===== config.mk =====
export PLATFORM = sky130hd
export DESIGN_NAME = mem_dump_reader
export DESIGN_NICKNAME = d
export VERILOG_FILES = /design/src/rtl/mem_dump_reader.sv
export SDC_FILE = /design/constraint.sdc
export NUM_CORES = 1
export LEC_CHECK = 0
export ABC_AREA = 1
export BUFFER_PORTS_ARGS = -buffer_cell sky130_fd_sc_hd__buf_2
export CAP_MARGIN = 5
export CELL_PAD_IN_SITES_DETAIL_PLACEMENT = 0
export CELL_PAD_IN_SITES_GLOBAL_PLACEMENT = 1
export CORE_ASPECT_RATIO = 1.5
export CORE_MARGIN = 2
export CORE_UTILIZATION = 35
export DETAILED_ROUTE_END_ITERATION = 6
export PLACE_DENSITY = 0.72
export RECOVER_POWER = 25
export SYNTH_ARGS = -nofsm -noshare
export SYNTH_HDL_FRONTEND = slang
export SYNTH_SLANG_ARGS = --single-unit

===== constraint.sdc =====
create_clock -name clk -period 5.5 [get_ports clk]
set_input_delay 0.275 -clock clk [delete_from_list [all_inputs] [get_ports clk]]
set_output_delay 0.275 -clock clk [all_outputs]
set_load 0.01 [all_outputs]

===== src/rtl/mem_dump_reader.sv =====
// Walks a window of data memory after halt, showing each word's address
// and data as BCD on four digit outputs for a programmable dwell time.
//
// Ports:
//   clk, reset (async, active-low), start (1-cycle pulse)
//   rd_addr / rd_data : dmem read port
//   busy, done        : dump in progress / dump finished
//   match             : sticky, MATCH_DATA seen at MATCH_ADDR
//   dig0..dig2        : BCD units/tens/hundreds of rd_addr mod 1000
//   dig3              : BCD units of rd_data
module mem_dump_reader #(
  parameter logic [31:0] START_ADDR = 32'd0,
  parameter int unsigned WORD_COUNT = 32,
  parameter int unsigned DWELL      = 50_000_000,
  parameter logic [31:0] MATCH_ADDR = 32'd100,
  parameter logic [31:0] MATCH_DATA = 32'd7
) (
  input  logic        clk,
  input  logic        reset,
  input  logic        start,
  output logic [31:0] rd_addr,
  input  logic [31:0] rd_data,
  output logic        busy,
  output logic        done,
  output logic        match,
  output logic [3:0]  dig0,
  output logic [3:0]  dig1,
  output logic [3:0]  dig2,
  output logic [3:0]  dig3
);

  localparam logic [2:0] S_IDLE   = 3'd0;
  localparam logic [2:0] S_ADDR   = 3'd1;
  localparam logic [2:0] S_SAMPLE = 3'd2;
  localparam logic [2:0] S_CONV_A = 3'd3;
  localparam logic [2:0] S_CONV_D = 3'd4;
  localparam logic [2:0] S_DWELL  = 3'd5;
  localparam logic [2:0] S_DONE   = 3'd6;

  logic [2:0]  state_q, state_d;
  logic [31:0] addr_q, addr_d;
  logic [31:0] cnt_q, cnt_d;
  logic [31:0] dwell_q, dwell_d;
  logic [31:0] data_q, data_d;
  logic [31:0] shift_q, shift_d;
  logic [4:0]  bit_q, bit_d;
  logic [11:0] bcd_q, bcd_d;
  logic [11:0] abcd_q, abcd_d;
  logic [15:0] dig_q, dig_d;
  logic        busy_q, busy_d;
  logic        done_q, done_d;
  logic        match_q, match_d;
  logic [11:0] step;

  // Only three BCD nibbles are kept: dropping the carry out of the
  // hundreds nibble yields exactly the value mod 1000.
  function automatic logic [11:0] dd_step(
    input logic [11:0] b,
    input logic        in
  );
    logic [11:0] c;
    for (int i = 0; i < 3; i++) begin
      c[i*4 +: 4] = (b[i*4 +: 4] >= 4'd5) ?
                    b[i*4 +: 4] + 4'd3 : b[i*4 +: 4];
    end
    return {c[10:0], in};
  endfunction

  always_comb begin
    state_d = state_q;
    addr_d  = addr_q;
    cnt_d   = cnt_q;
    dwell_d = dwell_q;
    data_d  = data_q;
    shift_d = shift_q;
    bit_d   = bit_q;
    bcd_d   = bcd_q;
    abcd_d  = abcd_q;
    dig_d   = dig_q;
    busy_d  = busy_q;
    done_d  = done_q;
    match_d = match_q;
    step    = dd_step(bcd_q, shift_q[31]);
    unique case (state_q)
      S_IDLE, S_DONE: begin
        if (start) begin
          state_d = S_ADDR;
          addr_d  = START_ADDR;
          cnt_d   = '0;
          match_d = 1'b0;
          done_d  = 1'b0;
          busy_d  = 1'b1;
        end
      end
      S_ADDR: state_d = S_SAMPLE;
      S_SAMPLE: begin
        data_d = rd_data;
        if (addr_q == MATCH_ADDR && rd_data == MATCH_DATA)
          match_d = 1'b1;
        shift_d = addr_q;
        bcd_d   = '0;
        bit_d   = '0;
        state_d = S_CONV_A;
      end
      S_CONV_A: begin
        bcd_d   = step;
        shift_d = shift_q << 1;
        bit_d   = bit_q + 5'd1;
        if (bit_q == 5'd31) begin
          abcd_d  = step;
          shift_d = data_q;
          bcd_d   = '0;
          state_d = S_CONV_D;
        end
      end
      S_CONV_D: begin
        bcd_d   = step;
        shift_d = shift_q << 1;
        bit_d   = bit_q + 5'd1;
        if (bit_q == 5'd31) begin
          // all four digits change together, never mid-conversion
          dig_d   = {step[3:0], abcd_q};
          dwell_d = '0;
          state_d = S_DWELL;
        end
      end
      S_DWELL: begin
        dwell_d = dwell_q + 32'd1;
        if (dwell_q == DWELL - 1) begin
          dwell_d = '0;
          cnt_d   = cnt_q + 32'd1;
          if (cnt_q + 32'd1 == WORD_COUNT) begin
            state_d = S_DONE;
            busy_d  = 1'b0;
            done_d  = 1'b1;
          end else begin
            addr_d  = addr_q + 32'd4;
            state_d = S_ADDR;
          end
        end
      end
      default: state_d = S_IDLE;
    endcase
  end

  always_ff @(posedge clk or negedge reset) begin
    if (!reset) begin
      state_q <= S_IDLE;
      addr_q  <= START_ADDR;
      cnt_q   <= '0;
      dwell_q <= '0;
      data_q  <= '0;
      shift_q <= '0;
      bit_q   <= '0;
      bcd_q   <= '0;
      abcd_q  <= '0;
      dig_q   <= '0;
      busy_q  <= 1'b0;
      done_q  <= 1'b0;
      match_q <= 1'b0;
    end else begin
      state_q <= state_d;
      addr_q  <= addr_d;
      cnt_q   <= cnt_d;
      dwell_q <= dwell_d;
      data_q  <= data_d;
      shift_q <= shift_d;
      bit_q   <= bit_d;
      bcd_q   <= bcd_d;
      abcd_q  <= abcd_d;
      dig_q   <= dig_d;
      busy_q  <= busy_d;
      done_q  <= done_d;
      match_q <= match_d;
    end
  end

  assign rd_addr = addr_q;
  assign busy    = busy_q;
  assign done    = done_q;
  assign match   = match_q;
  assign dig0    = dig_q[3:0];
  assign dig1    = dig_q[7:4];
  assign dig2    = dig_q[11:8];
  assign dig3    = dig_q[15:12];

endmodule


==> results of run 1 <==
cell usage after synthesis (all sizes together) (2+ instances only):
cell | n | area [um^2]
a21oi | 15 | 75.1
a22o | 2 | 17.5
a32o | 2 | 20.0
buf | 15 | 88.8
clkbuf | 43 | 161
dfrtp | 209 | 5230
ha | 12 | 150
inv | 169 | 634
nand2 | 522 | 1970
nand3 | 93 | 470
nand3b | 3 | 22.5
nand4 | 29 | 196
nor2 | 159 | 657
nor3 | 30 | 155
nor4 | 17 | 106
o2111ai | 30 | 263
o21ai | 86 | 430
o22ai | 37 | 231
o32ai | 3 | 26.3
or2 | 3 | 18.8
xnor2 | 17 | 149
xor2 | 30 | 263
sequential cells by signal, summed over array words and instances, names as in the netlist, 3 cells and up:
name / flops
cnt_q: 32
data_q: 32
dwell_q: 32
shift_q: 32
rd_addr: 30
dig_q: 16
abcd_q: 12
bcd_q: 12
bit_q: 5
state_q: 3
worst max-delay path by stage:
stage	end	from
global route	rd_addr[27]	dwell_q[0]
detailed placement	rd_addr[29]	dwell_q[0]
finish	rd_addr[8]	state_q[2]
CTS	rd_addr[29]	dwell_q[0]
global placement	rd_addr[17]	dwell_q[0]
floorplan	rd_addr[11]	cnt_q[0]
final cells by class:
cell class | count | area [um^2]
fillers | 3368 | 19200
multi-input cells | 1100 | 5320
flip-flops and latches | 209 | 5230
clock buffers | 30 | 642
inverters | 170 | 638
repair buffers | 111 | 627
well taps | 415 | 519
clock inverters | 9 | 155
logic make-up (layout without fill, tap and decap cells):
kind of cell / count (synthesis) / count (layout) / share of synthesized area [%]
simple gates: 859 / 859 / 31.7
buf+inv: 228 / 320 / 7.79
flops: 209 / 209 / 45.9
compound gates: 180 / 180 / 9.66
xor+xnor: 47 / 47 / 3.61
fa+ha+maj: 12 / 12 / 1.32
other cells: 1 / 2 / 0.0329
timing repair:
action / CTS / global route
hold buffers: 20 / 0
setup buffers: 0 / 0
hold endpoints to repair: 88 / 0
worst max-delay path, stage by stage, from the launching register on:
cell	delay, ns
dfrtp_1	0.46
inv_1	0.13
nor3_4	0.15
buf_4	0.44
nand3_1	0.64
nand2_2	0.78
nand2_2	0.55
nand2_1	0.18
nand2_1	0.06
power groups by stage:
stage / Sequential, W / Clock (W) / Combinational (W)
floorplan: 0.00165 / 0 / 0.000219
global placement: 0.00165 / 0 / 0.000320
detailed placement: 0.00166 / 0 / 0.000326
CTS: 0.00163 / 0.00170 / 0.000338
global route: 0.00164 / 0.00175 / 0.000389
finish: 0.00163 / 0.00165 / 0.000332
routing by layer:
| layer | wire length (um) | part of all wire (%) | up-vias |
|---|---|---|---|
| met5 | 0 | 0 | - |
| met4 | 1130 | 3.4 | 0 |
| met3 | 1220 | 3.7 | 58 |
| met2 | 17000 | 51 | 213 |
| met1 | 13900 | 42 | 4903 |
| li1 | - | - | 5120 |
stage by stage:
step | instance area, um^2 | hold WS [ns]
2_1_floorplan | 11400 | -0.0206
3_3_place_gp | 12200 | 0.273
3_5_place_dp | 12200 | 0.279
4_1_cts | 13200 | 0.00184
5_1_grt | 13100 | 0.0230
6_report | 13100 | 0.00769
placed cells by master (no fill, tap or decap), types with 4 or more instances in the layout:
cell type	instances
nand2_2	5
o21ai_0	86
bufinv_16	4
xnor2_1	17
clkbuf_8	4
buf_4	8
nand4_1	28
dfrtp_1	209
nor3_1	29
nand3_1	92
nor2_4	7
clkbuf_1	50
clkbuf_16	23
o22ai_1	37
a21oi_1	14
xor2_1	30
buf_2	35
nor2_2	7
o2111ai_1	30
nor2_1	145
nand2_1	517
inv_1	166
nor4_1	17
dlygate4sd3_1	20
ha_1	12
==> metrics.md, run 1 <==
| Metric | Value |
|---|---|
| Dpl cells | `1,985` |
| Vias in the first global route | `10,500` |
| FF-to-FF Start | `state_q[2]` |
| Total power | `0.00361 W` |
| Aggregate global routing overflow | `0` |
| Chip Height | `225 um` |
| FF+latch count, synth | `209` |
| Initial Utilization | `35.3%` |
| Vias per inst | `5.04` |
| Critical path launch point type | `register` |
| Vias | `10,300` |
| Slew Viols, Final | `0` |
| Clk_lat worst skew | `0.53 ns` |
| Tmin final | `3.54 ns` |
| Met2 GRT Util | `35.5%` |
| Gr usage total | `20.2%` |
| Final setup vio count | `0` |
| Layout Utilization | `40.6%` |
| Resize count post-CTS | `0` |
| P&R area growth vs syn | `15.1%` |
| Die Area | `34,100 um^2` |
| Fin crit share | `64.4%` |
| Cell Rows | `81` |
| Dpl ws | `1.99 ns` |
| DR DRC count | `0` |
| Synthesized area per cell | `7.42 um^2` |
| TritonCTS clock tree | `yes` |
| Worst VDD drop | `0.000156 V` |
| Core ar. | `32,300 um^2` |
| WP data required | `5.90 ns` |
| Reg power frac | `45.0%` |
| Post-synth EDFFs | `0` |
| Yosys cell types | `42` |
| DR pass1 iterations | `5` |
| Largest net degree at the start of global routing | `77` |
| GRT Max-Usage Layer | `met2` |
| Asr flop ratio synth | `100%` |
| NetSw | `0.000886 W` |
| Max-capacitance violation count | `0` |
| Layout Cells excl Fill | `2,044` |
| PwrDens | `275 nW/um^2` |
| Switching share of total power | `24.5%` |
| Reg2reg end | `rd_addr[8]` |
| First-pass GRT wire length | `54.8 mm` |
| Critical Path AT | `3.95 ns` |
| Hold endpoint | `data_q[31]` |
| DRT antenna net count | `0` |
| Flop-to-flop setup slack | `1.96 ns` |
| Hold Path Class | `in2reg` |
| RSZ-0062 raised after global routing | `no` |
| Num CTS Buffers | `23` |
| Max clock buf depth | `3` |
| Final nets | `1,662` |
| DIE WIDTH | `151 um` |
| Launch point of the worst hold path | `rd_data[31]` |
| Port-buffer cells | `83` |
| Initial antenna violation count | `0` |
| Root buffer selected by CTS | `clkbuf_16` |
| Clock power frac | `45.8%` |
| Final Hold Viols | `0` |
| Slew @ Worst Pin | `1.04 ns` |
| Final Worst Setup Slack | `1.96 ns` |
| DRT iter0 DRCs | `518` |
| GPL Wtd Cong | `0.839` |
| Lkg Pwr | `6.13 nW` |
| Cells on worst reg2reg path | `8` |
| Wire per inst | `16.3 um` |
| Mapped Area | `11,400 um^2` |
| Crit path kind | `reg2reg` |
| CTS Sinks | `209` |
| Yosys warns | `0` |
| Slew headroom | `29.9%` |
| Total negative slack | `0 ns` |
| CP endpoint kind | `register` |
| Post-synthesis cell count | `1,536` |
| Final HPWL DP | `23.4 mm` |
| Layout cells sized above 1 | `6.69%` |
| IO Pins | `86` |
| Ys flop type | `dfrtp_1` |
| Combinational power share | `9.2%` |
| CP max FO | `33` |
| Setup Skew | `0.0137 ns` |
| H-tree Lvls | `1` |
| Hold depth | `3` |
| Routing usage on met1 | `25.2%` |
| M3 GR Usage | `2.15%` |
| Internal Pwr Total | `0.00273 W` |
| CTS clk-pin slew, worst paths | `0.06 ns` |
| Fmax | `282 MHz` |
| Outcome | `finished, final reports clean` |
| Sequential area share after synthesis | `45.9%` |
| Antenna cells | `0` |
| Total Wirelength | `33.2 mm` |
(Power assumes the default switching activity.)
==> inputs of run 2 (changes only) <==
--- a/config.mk
+++ b/config.mk
@@ -14,7 +14,7 @@
 export CORE_MARGIN = 2
 export CORE_UTILIZATION = 35
 export DETAILED_ROUTE_END_ITERATION = 6
-export PLACE_DENSITY = 0.72
+export PLACE_DENSITY = 0.75
 export RECOVER_POWER = 25
 export SYNTH_ARGS = -nofsm -noshare
 export SYNTH_HDL_FRONTEND = slang
==> constraint.sdc (replaced) <==
create_clock -name clk -period 2.9 [get_ports clk]
set_input_delay 0.145 -clock clk [delete_from_list [all_inputs] [get_ports clk]]
set_output_delay 0.145 -clock clk [all_outputs]
set_load 0.01 [all_outputs]
==> run 2 against run 1 <==
The run now ends with capacitance limit, slew limit left. Clock skew up 0.00068 ns. Setup slack got worse by 1.6 ns. Via count increased by 2.0%. Power up 87%. Critical path depth up 8. Combinational power increased by 96%. First-iteration DRC count up 13%.
==> metrics.md, run 2 (synthesized netlist as in run 1, its figures left out) <==
| Metric | Value |
|---|---|
| Outcome | `finished with violations` |
| Lkg Pwr | `6.48 nW` |
| CTS clk-pin slew, worst paths | `0.06 ns` |
| DRT iter0 DRCs | `583` |
| Total negative slack | `0 ns` |
| First-pass GRT wire length | `54.1 mm` |
| Initial Utilization | `35.3%` |
| Final hold slack | `0.151 ns` |
| Antenna cells | `0` |
| Max clock buf depth | `3` |
| Layout Utilization | `41.7%` |
| WP data required | `3.33 ns` |
| Port-buffer cells | `83` |
| CTS Sinks | `209` |
| Clk_lat worst skew | `0.54 ns` |
| Hold Path Class | `in2reg` |
| Violated checks | `capacitance limit, slew limit` |
| RSZ-0062 raised after global routing | `no` |
| H-tree Lvls | `1` |
| Layout cells sized above 1 | `10.5%` |
| Fin crit share | `87.6%` |
| Core ar. | `32,300 um^2` |
| Resize count post-CTS | `0` |
| DRT antenna net count | `0` |
| Most frequent cells in the layout | `517 x nand2_1, 209 x dfrtp_1, 166 x inv_1, 145 x nor2_1, 92 x nand3_1` |
| Root buffer selected by CTS | `clkbuf_16` |
| Critical path launch point type | `register` |
| Setup Skew | `0.0144 ns` |
| Vias in the first global route | `10,600` |
| Setup Fix Bufs, Post-CTS | `0` |
| DR DRC count | `0` |
| Gr usage total | `19.9%` |
| Final Hold Viols | `0` |
| Total Wirelength | `33.3 mm` |
| Met2 GRT Util | `35.1%` |
| Slew headroom | `-51.8%` |
| Internal Pwr Total | `0.00502 W` |
| Critical Path AT | `2.97 ns` |
| Routing usage on met1 | `24.5%` |
| IO Pins | `86` |
| Num CTS Buffers | `23` |
| Cell Rows | `81` |
| Switching share of total power | `25.8%` |
| Max-capacitance violation count | `1` |
| Fill cell count | `3,284` |
| Slew Viols, Final | `93` |
| Multi-input logic area | `5320 um^2` |
| M3 GR Usage | `2.04%` |
| NetSw | `0.00175 W` |
| GPL Wtd Cong | `0.875` |
| Reg power frac | `45.6%` |
| CP endpoint kind | `register` |
| P&R area growth vs syn | `18.3%` |
| Crit path kind | `reg2reg` |
| Initial antenna violation count | `0` |
| DIE WIDTH | `151 um` |
| Vias | `10,500` |
| Cell area after layout | `13,500 um^2` |
| DR pass1 iterations | `5` |
| Final nets | `1,692` |
| GRT Max-Usage Layer | `met2` |
| Final HPWL DP | `23.2 mm` |
| Most common cell after layout, fill and taps aside | `nand2_1` |
| Aggregate global routing overflow | `0` |
| Storage cell area | `5230 um^2` |
| Chip Height | `225 um` |
| Wire per inst | `16.0 um` |
| CP max FO | `8` |
| TritonCTS clock tree | `yes` |
| Combinational power share | `9.6%` |
| Largest net degree at the start of global routing | `95` |
| Slew @ Worst Pin | `2.28 ns` |
| Final setup vio count | `0` |
| Die Area | `34,100 um^2` |
| Tmin final | `2.54 ns` |
| Fmax | `394 MHz` |
| Worst VDD drop | `0.000348 V` |
| PwrDens | `501 nW/um^2` |
| Clock power frac | `44.7%` |
| Vias per inst | `5.05` |
| DP Area | `12,400 um^2` |
-- run 2: final timing paths --
kind | end | cells past startpoint | slack (ns) | startpoint
max | busy | 16 | 0.36 | cnt_q[0]
min | done | 4 | 0.15 | start
max reg2reg | busy | 16 | 0.36 | cnt_q[0]
min reg2reg | dig_q[1] | 2 | 0.46 | dig_q[1]
max in group asynchronous | abcd_q[0] | 2 | 0.71 | reset
min in group asynchronous | cnt_q[19] | 2 | 0.81 | reset
-- run 2: critical path, cell delays in order (launching register included) --
cell and delay, ns:
dfrtp_1 0.41, ha_1 0.21, nand2_1 0.13, nor2_4 0.17, nand2_1 0.12, nor2_1 0.21, nand2_1 0.08, nand2_1 0.05
nand2_1 0.06, nor2_1 0.10, nand2_1 0.11, nor2_4 0.17, nand3_2 0.24, nor2_1 0.17, nand2_1 0.08, nand2_1 0.07
inv_1 0.04
-- run 2: metrics by stage --
step                      instances  power, W  setup WS [ns]
after floorplan                1537   0.00354          0.815
after CTS                      2077   0.00686          0.347
after global placement         2002   0.00375          0.424
after detailed placement       2002   0.00377          0.372
final                          2077   0.00676          0.359
after global routing           2077   0.00709         0.0432
-- run 2: area by class of cell --
class,instances,area share (%)
Multi-Input combinational cell,1100,39.4
Clock inverter,12,1.05
Inverter,170,4.73
Sequential cell,209,38.8
Timing Repair Buffer,141,7.48
Clock buffer,30,4.69
Tap cell,415,3.85
-- run 2: what timing repair did --
item | in CTS | in global routing
endpoints found under the setup margin | 0 | 0
hold buffers | 33 | 0
hold endpoints to repair | 124 | 0
-- run 2: power by group through the flow --
stage                     combinational (W)  clock, W  sequential, W
after floorplan                    0.000416         0        0.00313
after global placement             0.000611         0        0.00314
after detailed placement           0.000628         0        0.00314
after CTS                          0.000663   0.00311        0.00309
after global routing               0.000761   0.00323        0.00310
final                              0.000651   0.00302        0.00309
-- run 2: per-layer routing --
layer | share of wire, % | wire length (um)
met5 | 0 | 0
met4 | 3.8 | 1270
met3 | 3.3 | 1110
met2 | 50 | 16800
met1 | 42 | 14100
